### config.mk
export PLATFORM = sky130hd
export DESIGN_NAME = frame_config_sequencer
export DESIGN_NICKNAME = d
export VERILOG_FILES = /design/src/rtl/frame_cfg_pkg.sv /design/src/rtl/frame_strobe_decoder.sv /design/src/rtl/frame_config_sequencer.sv
export SDC_FILE = /design/constraint.sdc
export NUM_CORES = 1
export LEC_CHECK = 0
export CORE_MARGIN = 10
export CORE_UTILIZATION = 40
export CTS_BUF_LIST = sky130_fd_sc_hd__clkbuf_8
export DETAILED_ROUTE_END_ITERATION = 6
export GPL_ROUTABILITY_DRIVEN = 1
export GPL_TIMING_DRIVEN = 0
export PLACE_DENSITY_LB_ADDON = 0.15
export REMOVE_ABC_BUFFERS = 1
export SYNTH_ARGS = -nofsm -noshare
export SYNTH_HDL_FRONTEND = slang
export SYNTH_SLANG_ARGS = --single-unit
### constraint.sdc
create_clock -name CLK -period 2.65 [get_ports CLK]
set_clock_uncertainty 0.1 [all_clocks]
set_input_delay 0.3975 -clock CLK [delete_from_list [all_inputs] [get_ports CLK]]
set_output_delay 0.3975 -clock CLK [all_outputs]
set_load 0.02 [all_outputs]
### src/rtl/frame_cfg_pkg.sv
// Shared definitions for the frame configuration sequencer.
//   state_t      : sequencer FSM states
//   SYNC_BYTE    : marker expected in the top byte of every header word
//   *_MSB/*_LSB  : header field bit positions
//   hdr_sync/col/frame : header field extractors
package frame_cfg_pkg;

  typedef enum logic [2:0] {
    IDLE,
    LOAD,
    STROBE,
    GAP,
    DISCARD
  } state_t;

  localparam logic [7:0] SYNC_BYTE = 8'hFA;

  localparam int SYNC_MSB  = 31;
  localparam int SYNC_LSB  = 24;
  localparam int COL_MSB   = 23;
  localparam int COL_LSB   = 16;
  localparam int FRAME_MSB = 7;
  localparam int FRAME_LSB = 0;

  function automatic logic [7:0] hdr_sync(input logic [31:0] w);
    return w[SYNC_MSB:SYNC_LSB];
  endfunction

  function automatic logic [7:0] hdr_col(input logic [31:0] w);
    return w[COL_MSB:COL_LSB];
  endfunction

  function automatic logic [7:0] hdr_frame(input logic [31:0] w);
    return w[FRAME_MSB:FRAME_LSB];
  endfunction

endpackage

### src/rtl/frame_strobe_decoder.sv
// Binary-to-one-hot decode of a frame index and a column index, both gated
// by strobe_en. Indices outside the vector width decode to all zeros.
//   strobe_en : enable; outputs are zero when low
//   frame_idx : frame index -> strobe one-hot
//   col_idx   : column index -> select one-hot
//   strobe    : one-hot frame strobe
//   select    : one-hot column select
module frame_strobe_decoder #(
  parameter int NumFrames = 20,
  parameter int NumCols   = 4,
  parameter int IdxW      = 8
) (
  input  logic                 strobe_en,
  input  logic [IdxW-1:0]      frame_idx,
  input  logic [IdxW-1:0]      col_idx,
  output logic [NumFrames-1:0] strobe,
  output logic [NumCols-1:0]   select
);

  always_comb begin
    strobe = '0;
    select = '0;
    if (strobe_en) begin
      for (int i = 0; i < NumFrames; i++) strobe[i] = (frame_idx == IdxW'(i));
      for (int j = 0; j < NumCols; j++)   select[j] = (col_idx == IdxW'(j));
    end
  end

endmodule

### src/rtl/frame_config_sequencer.sv
// Programs one fabric column's configuration frames from a 32-bit
// valid/ready word stream: header word, then NumRows data words which are
// shifted into FrameData (first word lands in the top slice), followed by a
// StrobeCycles-long one-hot FrameStrobe/FrameSelect pulse and one hold cycle.
//   CLK, RST        : clock, synchronous active-high reset
//   s_data/s_valid  : input word stream
//   s_ready         : combinational, high in IDLE/LOAD/DISCARD
//   FrameData       : assembled column frame (registered)
//   FrameStrobe     : one-hot frame write strobe (registered)
//   FrameSelect     : one-hot column select (registered)
//   busy            : state is not IDLE
//   err             : sticky header error
//   frames_written  : saturating count of completed strobes
module frame_config_sequencer
  import frame_cfg_pkg::*;
#(
  parameter int FrameBitsPerRow = 32,
  parameter int MaxFramesPerCol = 20,
  parameter int NumRows         = 4,
  parameter int NumColumns      = 4,
  parameter int StrobeCycles    = 2
) (
  input  logic                               CLK,
  input  logic                               RST,
  input  logic [31:0]                        s_data,
  input  logic                               s_valid,
  output logic                               s_ready,
  output logic [NumRows*FrameBitsPerRow-1:0] FrameData,
  output logic [MaxFramesPerCol-1:0]         FrameStrobe,
  output logic [NumColumns-1:0]              FrameSelect,
  output logic                               busy,
  output logic                               err,
  output logic [15:0]                        frames_written
);

  localparam int FdW = NumRows * FrameBitsPerRow;
  localparam int WcW = (NumRows > 1) ? $clog2(NumRows) : 1;

  state_t                    state;
  logic [WcW-1:0]            word_cnt;
  logic [3:0]                strobe_cnt;
  logic [7:0]                frame_q;
  logic [7:0]                col_q;
  logic                      xfer;
  logic                      last_word;
  logic                      strobe_last;
  logic                      strobe_en;
  logic                      hdr_in_range;
  logic [MaxFramesPerCol-1:0] strobe_d;
  logic [NumColumns-1:0]     select_d;

  assign s_ready      = (state == IDLE) || (state == LOAD) || (state == DISCARD);
  assign xfer         = s_valid && s_ready;
  assign last_word    = (word_cnt == WcW'(NumRows - 1));
  assign strobe_last  = (strobe_cnt == 4'(StrobeCycles - 1));
  assign hdr_in_range = (hdr_col(s_data) < 8'(NumColumns)) &&
                        (hdr_frame(s_data) < 8'(MaxFramesPerCol));

  // Strobe is registered, so it must be requested for the cycle the FSM
  // will spend in STROBE: from the last data word up to the final count.
  assign strobe_en = ((state == LOAD) && xfer && last_word) ||
                     ((state == STROBE) && !strobe_last);

  frame_strobe_decoder #(
    .NumFrames (MaxFramesPerCol),
    .NumCols   (NumColumns),
    .IdxW      (8)
  ) u_decoder (
    .strobe_en (strobe_en),
    .frame_idx (frame_q),
    .col_idx   (col_q),
    .strobe    (strobe_d),
    .select    (select_d)
  );

  always_ff @(posedge CLK) begin
    if (RST) begin
      state          <= IDLE;
      FrameData      <= '0;
      FrameStrobe    <= '0;
      FrameSelect    <= '0;
      busy           <= 1'b0;
      err            <= 1'b0;
      frames_written <= '0;
      word_cnt       <= '0;
      strobe_cnt     <= '0;
      frame_q        <= '0;
      col_q          <= '0;
    end else begin
      FrameStrobe <= strobe_d;
      FrameSelect <= select_d;
      case (state)
        IDLE: begin
          if (xfer) begin
            if (hdr_sync(s_data) != SYNC_BYTE) begin
              err <= 1'b1;
            end else if (hdr_in_range) begin
              frame_q  <= hdr_frame(s_data);
              col_q    <= hdr_col(s_data);
              word_cnt <= '0;
              state    <= LOAD;
              busy     <= 1'b1;
            end else begin
              err      <= 1'b1;
              word_cnt <= '0;
              state    <= DISCARD;
              busy     <= 1'b1;
            end
          end
        end
        LOAD: begin
          if (xfer) begin
            FrameData <= {FrameData[FdW-FrameBitsPerRow-1:0], s_data};
            if (last_word) begin
              strobe_cnt <= '0;
              state      <= STROBE;
            end else begin
              word_cnt <= word_cnt + 1'b1;
            end
          end
        end
        STROBE: begin
          if (strobe_last) begin
            state <= GAP;
            if (frames_written != 16'hFFFF) frames_written <= frames_written + 16'd1;
          end else begin
            strobe_cnt <= strobe_cnt + 4'd1;
          end
        end
        GAP: begin
          state <= IDLE;
          busy  <= 1'b0;
        end
        DISCARD: begin
          if (xfer) begin
            if (last_word) begin
              state <= IDLE;
              busy  <= 1'b0;
            end else begin
              word_cnt <= word_cnt + 1'b1;
            end
          end
        end
        default: begin
          state <= IDLE;
          busy  <= 1'b0;
        end
      endcase
    end
  end

endmodule
==> metrics.txt <==
DP Cell Count 1224; GR Layer Usage met1 approximately a fifth; Post-synth EDFFs 0; Int Pwr approximately 3.8 mW; DIE AREA about 23000 um^2; wire length per cell 15.7 um; final hold slack around 0.24 ns; fmax around 410 MHz; Netlist cell types 53; final total power about 5.0 mW; maximum vdd drop roughly 300 uV; Least-Margin Pin Slew ~0.8 ns; clock root cell clkbuf_8; Worst setup SP type register; period utilisation layout between 90% and 100%; met2 usage around 25%; multi-input logic area 2970 um^2; setup ws final between 0.2 and 0.25 ns; starting density of the core 40.9%; CP Class register to register; mean post-synth cell area between 8 and 9 um^2; Area Overhead vs Synth 36.5%; Core Util, Final between 50% and 60%; Top FF cell, synth dfxtp_1; Tmin final between 2 and 2.5 ns; Final Hold Fails 0; Post-DP Area 9280 um^2; CP Data Arrival Time 2.71 ns; Seq/Total Area, Yosys 55.2%; combinational share of power under 10%; Final Max Slew Viols 0; Synth area leader dfxtp_1; grt ovf 0; Worst Hold Class input pin to register; power share of the clock group 36.2%; clk slew on worst S/H paths around 0.10 ns; I/O Buffers approximately 210; number of global-route vias before repair about 5600; diode count 0; Fillers 1712; Max Cap Viol 0; fin nets about 1100; largest net degree at the start of global routing 101; relative slew slack a little under half; busiest grt layer met2; fin area about 9700 um^2; kind of end point of the critical path register; First-pass DRT Iterations 5; static leakage 3.15 nW; Core Area between 15000 and 20000 um^2; Post-Route WL 19.7 mm; outcome complete, no violations; switching share of power ~24%; top cells by area, synth dfxtp_1 55%, nand2_1 15%, a21oi_1 9.9%, nor2_1 3.2%, clkbuf_1 1.6%; initial antenna violation count 0; P_sw 1.23 mW; final setup fails 0; CTS tree built; required time of the worst setup path just under 3 ns; DRC Markers 0; gr usage total between 15 and 20%; Clk Latency, worst-skew pair 0.47 ns; area occupied by registers roughly 3900 um^2; Netlist Area Pre-Place 7080 um^2; cell with the most instances after synthesis nand2_1; global placement routability congestion 0.797; Async S/R FF share, synth 0%; die height approximately 150 um; Vias/cell 4.86; area share of the largest cell type after synthesis a little under three fifths; Row Count 48; Yosys warnings 0; vias 6107; Synth Instances 842; TritonCTS buffer count 17; Die Width 153 um; Clock H-tree levels 4; Reg power frac a little under 60%; #FFs+latches synth between 150 and 200; Post-Layout Cell Count ~1300; Max clock buf depth 2; io pins a little over 200; first-pass GRT wire length about 30 mm; initial DRC count 324; GR Layer Usage met3 ~5.6%; clk sinks 195; pre-CTS setup slack -0.311 ns; unrepaired setup endpoints after global routing no; Hold Buf Count CTS 0; crit-path max FO 28; Final ANT Viol Nets 0; setup TNS 0 ns; layout cells sized above 1 5.04%; P per Cell Area 522 nW/um^2; DP HPWL 13.3 mm; commonest cells in the netlist 277 x nand2_1, 195 x dfxtp_1, 140 x a21oi_1
[metal layers]
layer  vias up  routed length, um
met5         -                  0
met4         0                192
met3        15               1230
met2       155               9060
met1      2812               9240
li1       3125                  -
[critical path, cell delays in order, from the launching register on]
cell and delay (ns):
dfxtp_1 0.65, and4bb_4 0.65, nand2_1 0.25, a211oi_2 0.36
nand3b_1 0.19, nor2_1 0.15
[repair_timing]
action	4_1_cts	5_1_grt
gates resized for setup	0	1
endpoints found under the setup margin	0	21
buffers inserted	0	0
[power by group through the flow]
stage | Clock, mW | Sequential (mW) | Combinational, mW
final | 1.82 | 2.96 | 0.251
after global routing | 2.02 | 2.97 | 0.276
after CTS | 1.89 | 2.96 | 0.253
after detailed placement | 0 | 3.03 | 0.251
after global placement | 0 | 3.03 | 0.245
after floorplan | 0 | 3.03 | 0.105
[sequential cells by signal, summed over array words and instances (netlist names), 3 cells and up]
| register | count |
|---|---|
| strobe_cnt | 4 |
| col_q | 8 |
| state | 3 |
| FrameData | 128 |
| FrameSelect | 4 |
| frames_written | 16 |
| FrameStrobe | 20 |
| frame_q | 8 |
[cells by family (layout without fill, tap and decap cells)]
family,after synthesis,in the layout,synth area share [%]
buffers and inverters,53,242,3.32
DFF,195,195,55.2
xor gates and xnor gates,17,17,2.10
muxes,9,9,1.29
adders and majority gates,4,4,0.707
AOI/OAI and AO/OA,156,156,12.2
and+or+nand+nor,408,409,25.2
[cell type report]
cell class	instances	share of cell area, %
clock inverter	15	1.36
multi-input combinational	595	30.7
inverter	2	0.0777
clock buffer	17	2.42
timing repair buffer	208	22.1
sequential	195	40.4
tap	225	2.91
[final timing paths]
| check | startpoint | to | slack (ns) | cells past startpoint |
|---|---|---|---|---|
| min | RST | frames_written[10]$_SDFFE_PP0P_ | 0.24 | 2 |
| min reg2reg | FrameData[114]$_SDFFE_PP0P_ | FrameData[114]$_SDFFE_PP0P_ | 0.36 | 2 |
| max | state[0]$_SDFFE_PP0P_ | FrameStrobe[8]$_SDFF_PP0_ | 0.23 | 5 |
| max reg2reg | state[0]$_SDFFE_PP0P_ | FrameStrobe[8]$_SDFF_PP0_ | 0.23 | 5 |
[cells in the final DEF, fill, tap and decap left out, drive strengths merged, types with 8 or more instances in the layout]
cell type / synthesis / routed
a21oi: 140 / 140
and2: 11 / 11
clkbuf: 31 / 17
clkdlybuf4s50: 0 / 204
dfxtp: 195 / 195
inv: 2 / 9
mux2i: 8 / 8
nand2: 277 / 277
nand4: 8 / 8
nor2: 60 / 60
nor3: 12 / 12
nor4: 8 / 8
xnor2: 13 / 13
Power figures use the tool's default switching activity.
